**src/rtl/data_path_pkg.sv**
```systemverilog
// ----------------------------------------------------------------------------
// data_path_pkg: instruction field layout, funct codes and ALU-op decode.  Rev 1.0
// ----------------------------------------------------------------------------
`default_nettype none

package data_path_pkg;

   localparam int c_INSTR_W  = 32;
   localparam int c_REG_AW   = 5;

   localparam int c_OP_MSB    = 31;
   localparam int c_OP_LSB    = 26;
   localparam int c_RS_MSB    = 25;
   localparam int c_RS_LSB    = 21;
   localparam int c_RT_MSB    = 20;
   localparam int c_RT_LSB    = 16;
   localparam int c_RD_MSB    = 15;
   localparam int c_RD_LSB    = 11;
   localparam int c_SHAMT_MSB = 10;
   localparam int c_SHAMT_LSB = 6;
   localparam int c_FUNCT_MSB = 5;
   localparam int c_FUNCT_LSB = 0;

   localparam logic [5:0] OP_RTYPE = 6'b000000;

   localparam logic [5:0] FN_ADD = 6'b100000;
   localparam logic [5:0] FN_SUB = 6'b100010;
   localparam logic [5:0] FN_AND = 6'b100100;
   localparam logic [5:0] FN_OR  = 6'b100101;
   localparam logic [5:0] FN_XOR = 6'b100110;
   localparam logic [5:0] FN_NOR = 6'b100111;
   localparam logic [5:0] FN_SLT = 6'b101010;
   localparam logic [5:0] FN_SLL = 6'b000000;

   typedef enum logic [3:0] {
      ALU_NOP = 4'd0,
      ALU_ADD = 4'd1,
      ALU_SUB = 4'd2,
      ALU_AND = 4'd3,
      ALU_OR  = 4'd4,
      ALU_XOR = 4'd5,
      ALU_NOR = 4'd6,
      ALU_SLT = 4'd7,
      ALU_SLL = 4'd8
   } alu_op_t;

   // Anything that is not one of the eight supported R-type ops maps to ALU_NOP.
   function automatic alu_op_t decode_funct(input logic [5:0] op, input logic [5:0] funct);
      alu_op_t v_op;
      v_op = ALU_NOP;
      if (op == OP_RTYPE) begin
         case (funct)
            FN_ADD:  v_op = ALU_ADD;
            FN_SUB:  v_op = ALU_SUB;
            FN_AND:  v_op = ALU_AND;
            FN_OR:   v_op = ALU_OR;
            FN_XOR:  v_op = ALU_XOR;
            FN_NOR:  v_op = ALU_NOR;
            FN_SLT:  v_op = ALU_SLT;
            FN_SLL:  v_op = ALU_SLL;
            default: v_op = ALU_NOP;
         endcase
      end
      return v_op;
   endfunction

endpackage

`default_nettype wire

```
**src/rtl/data_path_if.sv**
```systemverilog
// ----------------------------------------------------------------------------
// data_path_if: instruction in / ALU result out.  Rev 1.0
// ----------------------------------------------------------------------------
`default_nettype none

interface data_path_if #(
   parameter int DATA_W = 32
);
   logic [31:0]       instruction;
   logic [DATA_W-1:0] DS;

   modport master (output instruction, input DS);
   modport slave  (input instruction, output DS);
endinterface

`default_nettype wire

```
**src/rtl/data_path_register_bank.sv**
```systemverilog
// ----------------------------------------------------------------------------
// register_bank: 2 async read ports, 1 sync write port, resets to reg[i] = i.  Rev 1.0
// ----------------------------------------------------------------------------
`default_nettype none

module register_bank
   import data_path_pkg::*;
#(
   parameter int DATA_W = 32,
   parameter int NREGS  = 32
) (
   input  wire logic                CLK,
   input  wire logic                RST,
   input  wire logic [c_REG_AW-1:0] i_rd_addr_a,
   input  wire logic [c_REG_AW-1:0] i_rd_addr_b,
   output      logic [DATA_W-1:0]   o_rd_data_a,
   output      logic [DATA_W-1:0]   o_rd_data_b,
   input  wire logic                i_wr_en,
   input  wire logic [c_REG_AW-1:0] i_wr_addr,
   input  wire logic [DATA_W-1:0]   i_wr_data
);

   logic [DATA_W-1:0] r_regs [NREGS];

   // Entry 0 is never written, so it stays at its reset value of zero.
   always_ff @(posedge CLK or posedge RST) begin
      if (RST) begin
         for (int i = 0; i < NREGS; i++) begin
            r_regs[i] <= DATA_W'(i);
         end
      end else if (i_wr_en && (i_wr_addr != '0)) begin
         r_regs[i_wr_addr] <= i_wr_data;
      end
   end

   assign o_rd_data_a = (i_rd_addr_a == '0) ? '0 : r_regs[i_rd_addr_a];
   assign o_rd_data_b = (i_rd_addr_b == '0) ? '0 : r_regs[i_rd_addr_b];

endmodule

`default_nettype wire

```
**src/rtl/data_path.sv**
```systemverilog
// ----------------------------------------------------------------------------
// data_path: single-cycle R-type decode, register read, ALU and write-back.  Rev 1.0
// ----------------------------------------------------------------------------
`default_nettype none

module data_path
   import data_path_pkg::*;
#(
   parameter int DATA_W = 32,
   parameter int NREGS  = 32
) (
   input  wire logic  CLK,
   input  wire logic  RST,
   data_path_if.slave bus
);

   logic [5:0]          w_op;
   logic [c_REG_AW-1:0] w_rs;
   logic [c_REG_AW-1:0] w_rt;
   logic [c_REG_AW-1:0] w_rd;
   logic [4:0]          w_shamt;
   logic [5:0]          w_funct;
   alu_op_t             w_alu_op;
   logic                w_valid;
   logic [DATA_W-1:0]   w_a;
   logic [DATA_W-1:0]   w_b;
   logic [DATA_W-1:0]   w_result;

   assign w_op     = bus.instruction[c_OP_MSB:c_OP_LSB];
   assign w_rs     = bus.instruction[c_RS_MSB:c_RS_LSB];
   assign w_rt     = bus.instruction[c_RT_MSB:c_RT_LSB];
   assign w_rd     = bus.instruction[c_RD_MSB:c_RD_LSB];
   assign w_shamt  = bus.instruction[c_SHAMT_MSB:c_SHAMT_LSB];
   assign w_funct  = bus.instruction[c_FUNCT_MSB:c_FUNCT_LSB];

   assign w_alu_op = decode_funct(w_op, w_funct);
   assign w_valid  = (w_alu_op != ALU_NOP);

   register_bank #(
      .DATA_W (DATA_W),
      .NREGS  (NREGS)
   ) u_register_bank (
      .CLK         (CLK),
      .RST         (RST),
      .i_rd_addr_a (w_rs),
      .i_rd_addr_b (w_rt),
      .o_rd_data_a (w_a),
      .o_rd_data_b (w_b),
      .i_wr_en     (w_valid),
      .i_wr_addr   (w_rd),
      .i_wr_data   (w_result)
   );

   // Invalid instructions fall through to zero, which also suppresses the write.
   always_comb begin
      w_result = '0;
      case (w_alu_op)
         ALU_ADD: w_result = w_a + w_b;
         ALU_SUB: w_result = w_a - w_b;
         ALU_AND: w_result = w_a & w_b;
         ALU_OR:  w_result = w_a | w_b;
         ALU_XOR: w_result = w_a ^ w_b;
         ALU_NOR: w_result = ~(w_a | w_b);
         ALU_SLT: w_result = {{(DATA_W-1){1'b0}}, ($signed(w_a) < $signed(w_b))};
         ALU_SLL: w_result = w_b << w_shamt;
         default: w_result = '0;
      endcase
   end

   assign bus.DS = w_result;

endmodule

`default_nettype wire

```
**src/flat_wrapper.sv**
```systemverilog
// flat-port wrapper written by rule: the top's interface ports become plain ports
module data_path_flat import data_path_pkg::*;
#(
   parameter int DATA_W = 32,
   parameter int NREGS  = 32
)
  (CLK, RST, bus_instruction, bus_DS);
  data_path_if #(.DATA_W(DATA_W)) bus_i ();
  input  wire logic CLK;
  input  wire logic RST;
  input wire logic [$bits(bus_i.instruction)-1:0] bus_instruction;
  output wire logic [$bits(bus_i.DS)-1:0] bus_DS;
  assign bus_i.instruction = bus_instruction;
  assign bus_DS = bus_i.DS;
  data_path #(.DATA_W(DATA_W), .NREGS(NREGS)) u_core (.CLK(CLK), .RST(RST), .bus(bus_i));
endmodule
```
**config.mk**
```make
export PLATFORM = sky130hd
export DESIGN_NAME = data_path_flat
export DESIGN_NICKNAME = d
export VERILOG_FILES = /design/src/rtl/data_path_pkg.sv /design/src/rtl/data_path_if.sv /design/src/rtl/data_path_register_bank.sv /design/src/rtl/data_path.sv /design/src/flat_wrapper.sv
export SDC_FILE = /design/constraint.sdc
export NUM_CORES = 2
export LEC_CHECK = 0
export ABC_CLOCK_PERIOD_IN_PS = 29200
export CAP_MARGIN = 5
export CORE_MARGIN = 10
export CORE_UTILIZATION = 30
export CTS_CLUSTER_DIAMETER = 120
export DETAILED_ROUTE_END_ITERATION = 10
export HOLD_SLACK_MARGIN = 0.02
export SLEW_MARGIN = 20
export SYNTH_ARGS = -nofsm -noshare
export SYNTH_HDL_FRONTEND = slang
export SYNTH_HIERARCHICAL = 1
export SYNTH_SLANG_ARGS = --single-unit
```
**constraint.sdc**
```tcl
create_clock -name CLK -period 29.2 [get_ports CLK]
set_input_delay 2.92 -clock CLK [delete_from_list [all_inputs] [get_ports CLK]]
set_output_delay 2.92 -clock CLK [all_outputs]
set_load 0.05 [all_outputs]
```
======== Word level (Yosys, flattened, before mapping) ========
Index checks and enable logic that the tools add are counted.
word-level totals
  logic and storage cells ................. 84
  flip-flop bits (word level) ............. 1024
  input port bits ......................... 34
operators by class
  add/sub/neg operators ................... 2
  reductions and logical operators ........ 8
  order comparisons ....................... 5
  mux-type cells .......................... 14
  equal/unequal tests ..................... 15
  bitwise gates (word level) .............. 7
  shift-type cells ........................ 1
operators with widths
  cell                number
  $bwmux 1024         1
  $bmux 32 s5         2
  $pmux 32 s8         1
  $mux 32             7
  $demux 32 s5        1
  $eq 6x6->1 const B  7
  $add 32x32->32      1
  $and 32x32->32      1
  $lt 32x32->1        1
  $not 32->32         1
  $or 32x32->32       1
  $pmux 4 s8          1
  $shl 32x5->32       1
  $sub 32x32->32      1
  $xor 32x32->32      1
  $ge 6x6->1 const B  3
  $not 5->6           3
  $eq 4x3->1 const B  4
  $logic_not 6->1     2
  $logic_not 5->1     2
  $eq 4x2->1 const B  2
  $lt 6x1->1 const B  1
  $reduce_bool 5->1   1
  $eq 4x1->1 const B  1
  4 further kinds     5

======== Longest topological paths before layout ========
  word-level depth ........................ 9
  depth in mapped cells ................... 23
  mapped depth without buffers ............ 17

======== Cells and area by module ========
The synthesis kept the hierarchy.
modules (own cells, without submodules)
  module         times used  cells an instance  seq. area each (um^2)  area an instance (um^2)
  register_bank  1           3692               25724.7                54832.6
  data_path      1           1029               0.0                    7000.5

======== Least setup slack after synthesis ========
No wires, ideal clock.
  path kind ............................... input to output
  from .................................... in bus_instruction[17]
  to ...................................... out bus_DS[31]
  path buffers ............................ 5
  stages on the path ...................... 20
  path slack .............................. 18.119 ns
  arrival time ............................ 8.161 ns
  required time ........................... 26.280 ns
  path through ............................ buf_4 -> buf_6 -> buf_4 -> and2_1 -> clkbuf_1 -> buf_2 -> a22oi_1 -> a21oi_1 -> nor4_1 -> inv_1 -> ha_1 -> a211oi_1 -> o21bai_1 -> o41ai_2 -> o31ai_2 -> a31oi_2 -> o22ai_1 -> o41ai_1 -> mux2_2 -> o221ai_1
RTL lines
  element                                       RTL line                       source
  start: declaration                            flat_wrapper.sv:11             input wire logic [$bits(bus_i.instruction)-1:0] bus_instruction;
  $not 5->6 (implied by the code)               data_path_register_bank.sv:37  assign o_rd_data_b = (i_rd_addr_b == '0) ? '0 : r_regs[i_rd_addr_b];
  $bmux 32 s5                                   data_path_register_bank.sv:37
  $mux 32 (implied by the code) (2 in series)   data_path_register_bank.sv:37
  $mux 32 *                                     data_path_register_bank.sv:37
  net u_core.w_b[1]                             data_path.sv:26                logic [DATA_W-1:0] w_b;
  $sub 32x32->32, or another cell as far along  data_path.sv:59                ALU_SUB: w_result = w_a - w_b;
  $pmux 32 s8 *                                 data_path.sv:57                case (w_alu_op)
  end: declaration                              flat_wrapper.sv:12             output wire logic [$bits(bus_i.DS)-1:0] bus_DS;
The timed path passes the listed nets; every way through them passes the cells marked *. The select of a mux whose other input is x is not followed.

======== Worst setup path after layout ========
  from .................................... in bus_instruction[18]
  to ...................................... out bus_DS[28]
Same word-level chain as after synthesis.

==> flow_metrics.env <==
export IMPL_crit_chain="buf_8 -> buf_4 -> buf_4 -> mux4_2 -> mux2_2 -> o32ai_1 -> nor4_1 -> inv_1 -> ha_1 -> inv_1 -> a2111oi_1 -> a211oi_1 -> o41ai_2 -> o221ai_2 -> a21oi_2 -> o31ai_2 -> mux2i_1 -> or4_1 -> buf_4 -> clkdlybuf4s50_1"
export IMPL_drcViolationCount=0
export IMPL_hold_end="u_core/u_register_bank/r_regs[995]$_DFFE_PP0P_"
export IMPL_hold_viol_final=0
export IMPL_final_area_um2=68800
export IMPL_yosys_warnings=6
export IMPL_critical_path_buf_inv_count=7
export IMPL_cts_hold_buf=0
export IMPL_reg2reg_depth=17
export IMPL_cp_slowest_cell="nor4_1"
export IMPL_largest_register_ffs=1024
export IMPL_crit_type="in -> out"
export IMPL_cp_end_kind="output port"
export IMPL_syn_inst=4721
export IMPL_ys_seq_area_share_pct=41.6
export IMPL_io_buffers=65
export IMPL_maxCapViolCount=0
export IMPL_io_pins=66
export IMPL_slew_viol_final=0
export IMPL_hp_class="reg -> reg"
export IMPL_synthToLayoutAreaGrowth_pct=11.2
export IMPL_ys_ff_latch=1024
export IMPL_cts_tree="done"
export IMPL_grt_ovfl_total=0
export IMPL_top_regs="u_core/u_register_bank/r_regs: 1024 flops"
export IMPL_numCtsBuffers=109
export IMPL_post_cts_buffers=0
export IMPL_cp_max_fo=77
export IMPL_finalCritPeriodShare_pct=48.0
export IMPL_vias=44046
export IMPL_synth_area_per_cell_um2=13.1
export IMPL_die_x_um=474
export IMPL_cts_max_level=3
export IMPL_status="finished clean"
export IMPL_placed_cell_area_um2=65100
export IMPL_r2r_start="u_core/u_register_bank/r_regs[33]$_DFFE_PP1P_"
export IMPL_cts_sinks=1024
export IMPL_ys_top_cells_by_area="dfrtp_1, mux2_2, mux4_2"
export IMPL_power_total_uw=3350
export IMPL_via_per_inst=5.99
export IMPL_critical_path_top_delay_family="buffers and inverters"
export IMPL_setup_tns_ns=0
export IMPL_worstPathArrival_ns=11.09
export IMPL_leakage_uw=0.0307
export IMPL_fmax_ghz=0.0714
export IMPL_gp_congestion=0.944
export IMPL_antenna_found_initial=8
export IMPL_synth_cell_area_um2=61800
export IMPL_relSlewSlack_pct=23.7
export IMPL_synth_edf_count=0
export IMPL_drive_above_1_share_pct=42.9
export IMPL_layout_min_cycle_time_ns=14.01
export IMPL_detail_route_antenna_nets=0
export IMPL_rrSetupSlack_ns=23.15
export IMPL_min_from="u_core/u_register_bank/r_regs[995]$_DFFE_PP0P_"
export IMPL_r2r_end="u_core/u_register_bank/r_regs[607]$_DFFE_PP0P_"
export IMPL_setup_violations=0
export IMPL_yosysTopAreaCellShare_pct=38.2
export IMPL_core_area_um2=205000
export IMPL_hold_depth=0
export IMPL_critPathLaunchType="input pin"
export IMPL_post_cts_resized=0
export IMPL_die_h_um=474
export IMPL_dp_final_hpwl_um=137000
export IMPL_clock_path_buffers=3
export IMPL_grt_first_pass_wirelength_um=318000
export IMPL_syn_nets=4861
export IMPL_slowest_delay_ns=0.95
export IMPL_ir_drop_mv=0.0462
export IMPL_regMostFlops="u_core/u_register_bank/r_regs"
export IMPL_yosysUniqueCellTypes=93
export IMPL_powerDensity_nw_per_um2=48.7
export IMPL_grt_usage_pct=18.9
export IMPL_layout_nets=4710
export IMPL_synthFlopType="dfrtp_1"
export IMPL_core_rowCount=166
export IMPL_worst_pin_slew_ns=1.14
export IMPL_grt_pass1_vias=44136
export IMPL_crit_top_cell="buf_4"
export IMPL_clock_latency_ns=0.77
export IMPL_start_util_pct=30.2
export IMPL_yosysTopAreaCell="dfrtp_1"
export IMPL_grt_max_degree=143
export IMPL_synth_async_reset_ratio_pct=100
export IMPL_clkSlewWorstSetupHoldPaths_ns=0.05
export IMPL_die_area_um2=225000
export IMPL_grt_setup_unrepaired="false"
export IMPL_fin_skew_ns=0.0658
export IMPL_dr_pass1_iters=8
export IMPL_totalWireLength_um=219000
export IMPL_root_buffer="clkbuf_16"
export IMPL_dr_first_iter_drc_count=4728
export IMPL_wl_per_cell_um=29.8
export IMPL_required_ns=26.28
layer usage:
metal	wire (um)	up-vias	track usage, %
met1	90900	23482	25.5
met4	9670	0	8.11
met3	20500	509	4.30
met5	0	-	0
met2	98200	2247	28.9
li1	-	17808	-
worst max path at each step:
| stage | to | slack, ns | startpoint | depth (start not counted) |
|---|---|---|---|---|
| floorplan | u_core/u_register_bank/r_regs[1000]$_DFFE_PP0P_ | 12.23 | RST | 1 |
| global placement | bus_DS[0] | 15.15 | bus_instruction[18] | 19 |
| detailed placement | bus_DS[0] | 14.94 | bus_instruction[18] | 19 |
| CTS | bus_DS[0] | 14.93 | bus_instruction[18] | 19 |
| global route | bus_DS[17] | 14.91 | bus_instruction[17] | 21 |
| finish | bus_DS[28] | 15.19 | bus_instruction[18] | 20 |
layout make-up:
cell class	count	area, um^2
Clock buffer	170	3240
Antenna cell	3	7.51
Multi-Input combinational cell	3102	33700
Tap cell	2688	3360
Sequential cell	1024	25700
Clock inverter	33	409
Inverter	98	372
Fill cell	19912	136000
Timing Repair Buffer	235	2000
cells in the mapped netlist, drive strengths merged, types with 5 or more instances:
library cell  instances
mux2               1049
dfrtp               944
mux4                408
mux2i               322
clkbuf              263
buf                 234
a21oi               153
nand2               129
nor2                115
ha                  104
inv                  97
a22oi                93
dfstp                80
o21ai                65
a211oi               57
nor2b                54
o22ai                53
nor3                 46
a22o                 42
o221ai               38
a2111oi              36
nand3                35
and2                 24
nor4                 23
a221oi               22
o32ai                18
nand2b               17
a221o                15
o21bai               13
a21o                 12
a31oi                12
a311oi               11
o31ai                 9
nand4                 8
o211ai                8
o21a                  8
and3                  7
o2111ai               7
a211o                 6
nand3b                6
nor3b                 6
xnor2                 6
o41ai                 5
or3b                  5
or4                   5
worst register-to-register path: stages, from the launching register on:
cell      delay [ns]
dfstp_2         0.55
mux4_2          0.23
mux2_2          0.16
o32ai_1         0.10
nor4_2          0.85
inv_1           0.16
ha_1            0.37
a211oi_1        0.29
o21bai_1        0.19
o41ai_2         0.56
o31ai_2         0.26
a31oi_2         0.44
o22ai_1         0.15
o41ai_1         0.38
mux2_2          0.39
o221ai_2        0.27
buf_4           0.38
mux2_2          0.25
kinds of logic after synthesis:
| logic type | count (synthesis) | share of synthesized area (%) |
|---|---|---|
| muxes | 1779 | 39.2 |
| DFF | 1024 | 41.6 |
| AOI/OAI and AO/OA | 712 | 8.23 |
| buffers and inverters | 595 | 4.66 |
| and+or+nand+nor | 498 | 4.06 |
| adders and majority gates | 106 | 2.17 |
| xor gates and xnor gates | 7 | 0.0992 |
metrics by stage:
step	worst slack [ns]	utilization, %	std cells	hold slack, ns
after floorplan	12.23	-	4721	0.441
after global placement	15.15	31.8	7147	0.382
after detailed placement	14.94	31.8	7147	0.386
after CTS	14.93	33.6	7350	0.400
after global routing	14.91	33.6	7350	0.405
final	15.19	33.6	7353	0.398
report_power, final:
group	leakage, uW	internal [uW]	switching, uW	total [uW]
Clock	0.00178	808	615	1420
Combinational	0.0149	141	358	499
Sequential	0.0140	1420	2.25	1420
layout by cell type (no fill, tap or decap), types with 17 or more instances in the layout:
cell type / instances
o21ai_0: 60
nand2_1: 113
clkbuf_1: 33
o221ai_1: 31
a22o_1: 42
mux2_2: 1049
dfstp_2: 80
nand2b_1: 17
nor4_1: 17
o22ai_1: 53
a221oi_1: 22
mux2i_1: 322
ha_1: 104
nor3_1: 40
clkbuf_16: 109
nor2b_1: 49
clkdlybuf4s50_1: 54
o32ai_1: 18
a21oi_1: 152
nand3_1: 34
nor2_1: 95
mux4_2: 408
a2111oi_0: 31
inv_1: 93
buf_4: 164
a22oi_1: 93
a211oi_1: 57
dfrtp_1: 944
nor2_4: 17
clkbuf_8: 28
and2_1: 20
Power figures use the tool's default switching activity.
